[src/rtl/cordic_pkg.sv]
// Shared constants for the rotation-mode CORDIC datapath: iteration count,
// counter width, the arctangent table and the CORDIC gain correction, all
// held in Q2.30, plus the helper that rescales them to the datapath width.
package cordic_pkg;

    localparam int CORDIC_ITERS = 16;
    localparam int ITR_W        = 4;

    // atan(2^-i) in Q2.30 for i = 0..15
    localparam logic [31:0] ATAN_Q30 [0:15] = '{
        32'd843314857,
        32'd497837829,
        32'd263043837,
        32'd133525159,
        32'd67021687,
        32'd33543516,
        32'd16775851,
        32'd8388437,
        32'd4194283,
        32'd2097149,
        32'd1048576,
        32'd524288,
        32'd262144,
        32'd131072,
        32'd65536,
        32'd32768
    };

    // 1/gain of 16 CORDIC stages, 0.607252935, in Q2.30
    localparam logic [31:0] K_Q30 = 32'd652032874;

    // Rescale a non-negative Q2.30 constant to Q2.(w-2), rounding to nearest
    // (halves round up). w is limited to 12..30, so the shift is 2..20.
    function automatic logic [31:0] q30_to_q(input logic [31:0] v, input int w);
        int          sh;
        logic [32:0] acc;
        sh  = 32 - w;
        acc = {1'b0, v} + (33'd1 << (sh - 1));
        acc = acc >> sh;
        return acc[31:0];
    endfunction

endpackage

[src/rtl/cordic_dpath_atan_rom.sv]
// Combinational arctangent table: returns atan(2^-i) in Q2.(W-2) for the
// current iteration index, derived from the Q2.30 master table.
module cordic_atan_rom
    import cordic_pkg::*;
#(
    parameter int W = 16
) (
    input  logic [ITR_W-1:0]    i_idx,
    output logic signed [W-1:0] o_atan
);

    logic [31:0] w_scaled;

    // Look up the Q2.30 entry and round it down to the datapath width
    always_comb begin
        w_scaled = 32'd0;
        w_scaled = q30_to_q(ATAN_Q30[i_idx], W);
    end

    assign o_atan = w_scaled[W-1:0];

endmodule

[src/rtl/cordic_dpath.sv]
// Rotation-mode CORDIC datapath. The controller strobes ld/init to start a
// job, ld alone to advance one micro-rotation, and fin to capture cos/sin.
// The iteration index is fed back so the controller can end after 16 steps.
module cordic_dpath
    import cordic_pkg::*;
#(
    parameter int W = 16
) (
    input  logic                clk,
    input  logic                rst,
    input  logic                ld,
    input  logic                init,
    input  logic                fin,
    input  logic signed [W-1:0] theta,
    output logic [ITR_W-1:0]    itr,
    output logic signed [W-1:0] cos_q,
    output logic signed [W-1:0] sin_q,
    output logic                res_vld
);

    // Starting x value pre-compensates the CORDIC gain so no final scaling is needed
    localparam logic [31:0]        K_FULL = q30_to_q(K_Q30, W);
    localparam logic signed [W-1:0] K_INIT = K_FULL[W-1:0];

    logic signed [W-1:0] r_x;
    logic signed [W-1:0] r_y;
    logic signed [W-1:0] r_z;
    logic [ITR_W-1:0]    r_itr;
    logic signed [W-1:0] r_cos;
    logic signed [W-1:0] r_sin;
    logic                r_vld;

    logic signed [W-1:0] w_atan;
    logic signed [W-1:0] w_x_sh;
    logic signed [W-1:0] w_y_sh;
    logic signed [W-1:0] w_x_nxt;
    logic signed [W-1:0] w_y_nxt;
    logic signed [W-1:0] w_z_nxt;
    logic [ITR_W-1:0]    w_itr_nxt;
    logic                w_load;
    logic                w_step;

    cordic_atan_rom #(
        .W (W)
    ) u_atan_rom (
        .i_idx  (r_itr),
        .o_atan (w_atan)
    );

    assign w_load = ld & init;
    assign w_step = ld & ~init;

    // One micro-rotation: rotate toward z = 0 by +/- atan(2^-i); sums wrap, no saturation
    always_comb begin
        w_x_sh    = r_x >>> r_itr;
        w_y_sh    = r_y >>> r_itr;
        w_x_nxt   = r_x;
        w_y_nxt   = r_y;
        w_z_nxt   = r_z;
        w_itr_nxt = r_itr + 4'd1;
        if (r_z[W-1]) begin
            // residual angle negative: d = -1
            w_x_nxt = r_x + w_y_sh;
            w_y_nxt = r_y - w_x_sh;
            w_z_nxt = r_z + w_atan;
        end else begin
            // residual angle non-negative: d = +1
            w_x_nxt = r_x - w_y_sh;
            w_y_nxt = r_y + w_x_sh;
            w_z_nxt = r_z - w_atan;
        end
    end

    // Working registers: reset, load a new job, iterate, or hold
    always_ff @(posedge clk) begin
        if (rst) begin
            r_x   <= '0;
            r_y   <= '0;
            r_z   <= '0;
            r_itr <= '0;
        end else if (w_load) begin
            r_x   <= K_INIT;
            r_y   <= '0;
            r_z   <= theta;
            r_itr <= '0;
        end else if (w_step) begin
            r_x   <= w_x_nxt;
            r_y   <= w_y_nxt;
            r_z   <= w_z_nxt;
            r_itr <= w_itr_nxt;
        end else begin
            r_x   <= r_x;
            r_y   <= r_y;
            r_z   <= r_z;
            r_itr <= r_itr;
        end
    end

    // Result registers: invalidated by a load, captured on fin, otherwise held
    always_ff @(posedge clk) begin
        if (rst) begin
            r_cos <= '0;
            r_sin <= '0;
            r_vld <= 1'b0;
        end else if (w_load) begin
            r_cos <= r_cos;
            r_sin <= r_sin;
            r_vld <= 1'b0;
        end else if (fin) begin
            r_cos <= r_x;
            r_sin <= r_y;
            r_vld <= 1'b1;
        end else begin
            r_cos <= r_cos;
            r_sin <= r_sin;
            r_vld <= r_vld;
        end
    end

    assign itr     = r_itr;
    assign cos_q   = r_cos;
    assign sin_q   = r_sin;
    assign res_vld = r_vld;

endmodule

[config.mk]
export PLATFORM = sky130hd
export DESIGN_NAME = cordic_dpath
export DESIGN_NICKNAME = d
export VERILOG_FILES = /design/src/rtl/cordic_pkg.sv /design/src/rtl/cordic_dpath_atan_rom.sv /design/src/rtl/cordic_dpath.sv
export SDC_FILE = /design/constraint.sdc
export NUM_CORES = 1
export LEC_CHECK = 0
export BUFFER_PORTS_ARGS = -buffer_cell sky130_fd_sc_hd__buf_2
export CAP_MARGIN = 25
export CORE_ASPECT_RATIO = 0.8
export CORE_MARGIN = 2
export CORE_UTILIZATION = 55
export DETAILED_ROUTE_END_ITERATION = 6
export PLACE_DENSITY = 0.84
export SYNTH_ARGS = -nofsm -noshare
export SYNTH_HDL_FRONTEND = slang
export SYNTH_SLANG_ARGS = --single-unit
[constraint.sdc]
create_clock -name clk -period 4.7 [get_ports clk]
set_input_delay 0.47 -clock clk [delete_from_list [all_inputs] [get_ports clk]]
set_output_delay 0.47 -clock clk [all_outputs]
set_load 0.1 [all_outputs]
==> implementation parameters <==
Parameter                              Value

Die
  Standard-cell rows ... 39
  I/O pins ... 58
  Placeable core area ... 0.01440 mm²
  Die Footprint ... 0.01586 mm²
  Die Wd ... 140.3 µm
  Initial Util ... 56.79%
  Vertical extent of the die ... 113.0 µm

Min path
  Worst Min Path Start ... fin
  Worst Hold Class ... in2reg
  Hold Path End ... res_vld$_SDFFE_PP0P_
  Number of cells on the worst hold path ... 3

Setup path
  Top fanout value on the critical path ... 5
  Critical register-to-register path startpoint ... itr[0]$_SDFFE_PP0P_
  Delay of the slowest critical-path stage ... 0.52 ns
  Reg-to-reg critical path endpoint ... r_z[15]$_SDFFE_PP0P_
  Worst R2R Path Depth ... 22
  Slack of the worst reg-to-reg path ... 0.01 ns
  Slowest cell on crit path ... o32ai_1
  Element type at the critical path start ... flop
  Worst setup path startpoint ... itr[0]$_SDFFE_PP0P_
  Buffering stage count on the worst path with inverters included ... 5
  Critical Path AT ... 4.95 ns
  Top delay family on crit path ... compound AO/OA/AOI/OAI gates
  Nature of the critical path endpoint ... flop
  Critical path data required time ... 4.96 ns
  CP Cell Sequence ... buf_6, buf_4, ha_1, inv_1, ha_1, o32ai_1, o2111a_2, nor2_1, a311oi_2, buf_4, inv_1, a31oi_1, xnor2_1, ha_1, nand2_1, nor2_1, a211oi_2, a21oi_1, o31a_1, nor2_1, nor3_1, a211o_1
  Setup Crit Path Kind ... reg2reg

Power
  P per Cell Area ... 443.4 mW/mm²
  Part of the total power dissipated in sequential elements ... 21.6%
  Net switching component of the power ... 1.957 mW
  Gate power share ... 60.1%
  Design internal power ... 2.363 mW
  Clock power frac ... 18.3%
  Total power after layout ... 4.320 mW
  P_leak ... 4.127 nW
  Proportion of total power due to net switching ... 45.30%
  Worst-case vdd ir drop ... 374.0 µV

Clocking
  Root cell of the clock tree ... clkbuf_16
  Cts hold-fix bufs ... 0
  Sink Count ... 85
  Clock tree from TritonCTS ... done
  CTS H-Tree Depth ... 3
  Clock Path Buffers ... 2
  Total CTS buffers ... 9
  Clock-pin slew of the registers on the worst-case setup and hold paths ... 0.07 ns
  Clock insertion delay at the later pin of the skew report ... 0.36 ns

Global routing
  Wire length of the first global-routing pass ... 39360 µm
  Total grt overflow ... 0
  Largest net degree at the start of global routing ... 57
  Number of global-route vias before repair ... 7671
  All-layer global routing usage ... 30.61%
  Number of antenna violations at the first check in global routing ... 0

Routing
  Residual antenna-violating net count after detailed routing ... 0
  Detail-routed net length per standard cell ... 19.44 µm
  Via count normalized by instance count ... 6.468
  Number of optimization iterations in the first detailed-route pass ... 7
  Post-route DRC ... 0
  Via Count ... 8466
  Total wire length ... 25440 µm
  1st-iter DRT viols ... 1012

Cells and area
  P&R area growth vs syn ... 19.19%
  Proportion of layout cells with a drive suffix above 1 ... 23.73%
  Net count of the finished layout ... 1206
  Number of antenna repair diodes ... 0

Timing
  Setup repair after global routing missed its margin ... true
  Post-Route Setup TNS ... 0 ns
  Min Clock Period, post-route ... 4.690 ns
  Number of max-slew violations in the final report ... 0
  Total count of hold-check failures in the final report ... 0
  Clock Skews ... 0.009158 ns
  Slew at the pin closest to its max-slew limit ... 0.9407 ns
  Maximum operating frequency ... 213.2 MHz
  Final setup violation count ... 0
  Worst max-slew margin expressed relative to the limit ... 37.28%
  Period utilization ... 99.79%

Yosys
  Netlist area before placement ... 0.008175 mm²
  Number of enable flip-flop cells after synthesis ... 0
  Net count of the mapped netlist ... 1118
  Top FF cell, synth ... dfxtp_1
  Post-synthesis sequential element count ... 85
  Top area cells in the synthesized netlist ... dfxtp_1 21%, ha_1 9.5%, mux4_2 9.4%, nand2_1 6.4%, a21oi_1 6.1%
  Proportion of synthesized flip-flops having asynchronous set or reset ... 0%
  Library cells used by synthesis ... 75
  Cell type with the largest total area after synthesis ... dfxtp_1
  Most frequent cell after synthesis ... nand2_1
  Mean Syn Cell Area ... 7.922 µm²
  Share of Yosys cell area claimed by the top area cell type ... 20.81%
  Top cells by count, synth ... 139 x nand2_1, 99 x a21oi_1, 97 x nor2_1
  Number of synthesis warnings ... 0
  Number of standard cells after synthesis ... 1032
  Post-synthesis sequential area ratio ... 20.81%

Placement
  Final GP Congestion ... 0.9856
  Total half-perimeter wirelength after legalization and detailed placement ... 17280 µm
  IO buf count ... 57

Run status
  Run status ... finished clean

Run
  Total of max-cap violations ... 0
cell usage in the layout, fill, tap and decap left out, drive strengths merged, types with 20 or more instances in the layout:
cell	Yosys	final
buf	24	140
nand2	139	139
a21oi	100	100
nor2	97	97
dfxtp	85	85
ha	62	62
o21ai	56	56
xnor2	52	52
inv	32	37
mux4	34	34
xor2	33	33
nor3	26	26
o211ai	20	20
metrics by stage:
stage | cells | setup WS [ns] | instance area, µm² | hold WS (ns) | utilization [%]
after detailed placement | 1260 | 0.003751 | 8909 | 0.4430 | 61.89
after global placement | 1258 | 0.09619 | 8853 | 0.4417 | 61.50
after floorplan | 1032 | -0.08906 | 8274 | 0.4543 | -
final | 1309 | 0.009667 | 9744 | 0.3421 | 67.69
after CTS | 1279 | 0.001214 | 9254 | 0.3404 | 64.29
after global routing | 1309 | -0.1769 | 9744 | 0.3721 | 67.69
area by class of cell:
class	count	area, µm²
fill	1113	4651
inverter	35	150.1
tap	184	230.2
timing repair buffer	141	1022
clock inverter	7	97.59
sequential	85	1714
clock buffer	9	225.2
multi-input combinational	848	6305
power groups by stage:
| stage | Combinational (mW) | Clock, mW | Sequential [mW] |
|---|---|---|---|
| final | 2.60 | 0.791 | 0.934 |
| after global placement | 2.22 | 0 | 0.938 |
| after global routing | 2.82 | 0.822 | 0.940 |
| after floorplan | 1.70 | 0 | 1.02 |
| after detailed placement | 2.27 | 0 | 0.941 |
| after CTS | 2.31 | 0.796 | 0.925 |
metal layers:
metal | wire length [µm] | global-route usage, % | vias to the layer above | part of all wire [%]
met5 | 0 | 0 | - | 0
met4 | 542 | 7.475 | 0 | 2.1
met3 | 2765 | 7.744 | 61 | 11
met2 | 11110 | 46.18 | 484 | 44
met1 | 11030 | 44.12 | 4013 | 43
li1 | - | - | 3908 | -
timing repair:
| action | 4_1_cts | 5_1_grt |
|---|---|---|
| gates cloned | 0 | 1 |
| resized for setup | 0 | 67 |
| endpoints found under the setup margin | 4 | 12 |
| pin swaps | 0 | 46 |
| buffers inserted | 3 | 29 |
worst reg2reg max path: stages, from the launching register on:
cell	delay, ns
dfxtp_4	0.42
buf_6	0.13
buf_4	0.10
ha_1	0.19
inv_1	0.07
ha_1	0.25
o32ai_1	0.52
o2111a_2	0.37
nor2_1	0.08
a311oi_2	0.28
buf_4	0.17
inv_1	0.05
a31oi_1	0.20
xnor2_1	0.21
ha_1	0.36
nand2_1	0.11
nor2_1	0.05
a211oi_2	0.23
a21oi_1	0.10
o31a_1	0.27
nor2_1	0.15
nor3_1	0.06
a211o_1	0.23
sequential cells by signal (all words and copies together) (netlist names):
name	flops
r_x	16
r_z	16
itr	4
r_y	16
res_vld	1
cos_q	16
sin_q	16
how the worst max path moves through the flow:
stage                                       to  cells after the start
after global routing      r_z[15]$_SDFFE_PP0P_                     22
after global placement    r_z[14]$_SDFFE_PP0P_                     19
after CTS                 r_x[15]$_SDFFE_PP0P_                     18
final                     r_z[15]$_SDFFE_PP0P_                     22
after floorplan           r_z[14]$_SDFFE_PP0P_                     22
after detailed placement  r_z[15]$_SDFFE_PP0P_                     22
cell families (layout without fill, tap and decap cells):
logic type	after synthesis	in the layout	share of synthesized area (%)
AND/OR/NAND/NOR	337	337	18.60
AO/OA/AOI/OAI	307	307	24.20
buffers and inverters	99	192	5.157
XOR/XNOR	85	85	9.106
flip-flops	85	85	20.81
adder cells (fa/ha/maj)	65	65	10.22
multiplexers	54	54	11.91
No activity file was read; power rests on OpenSTA's default activity.
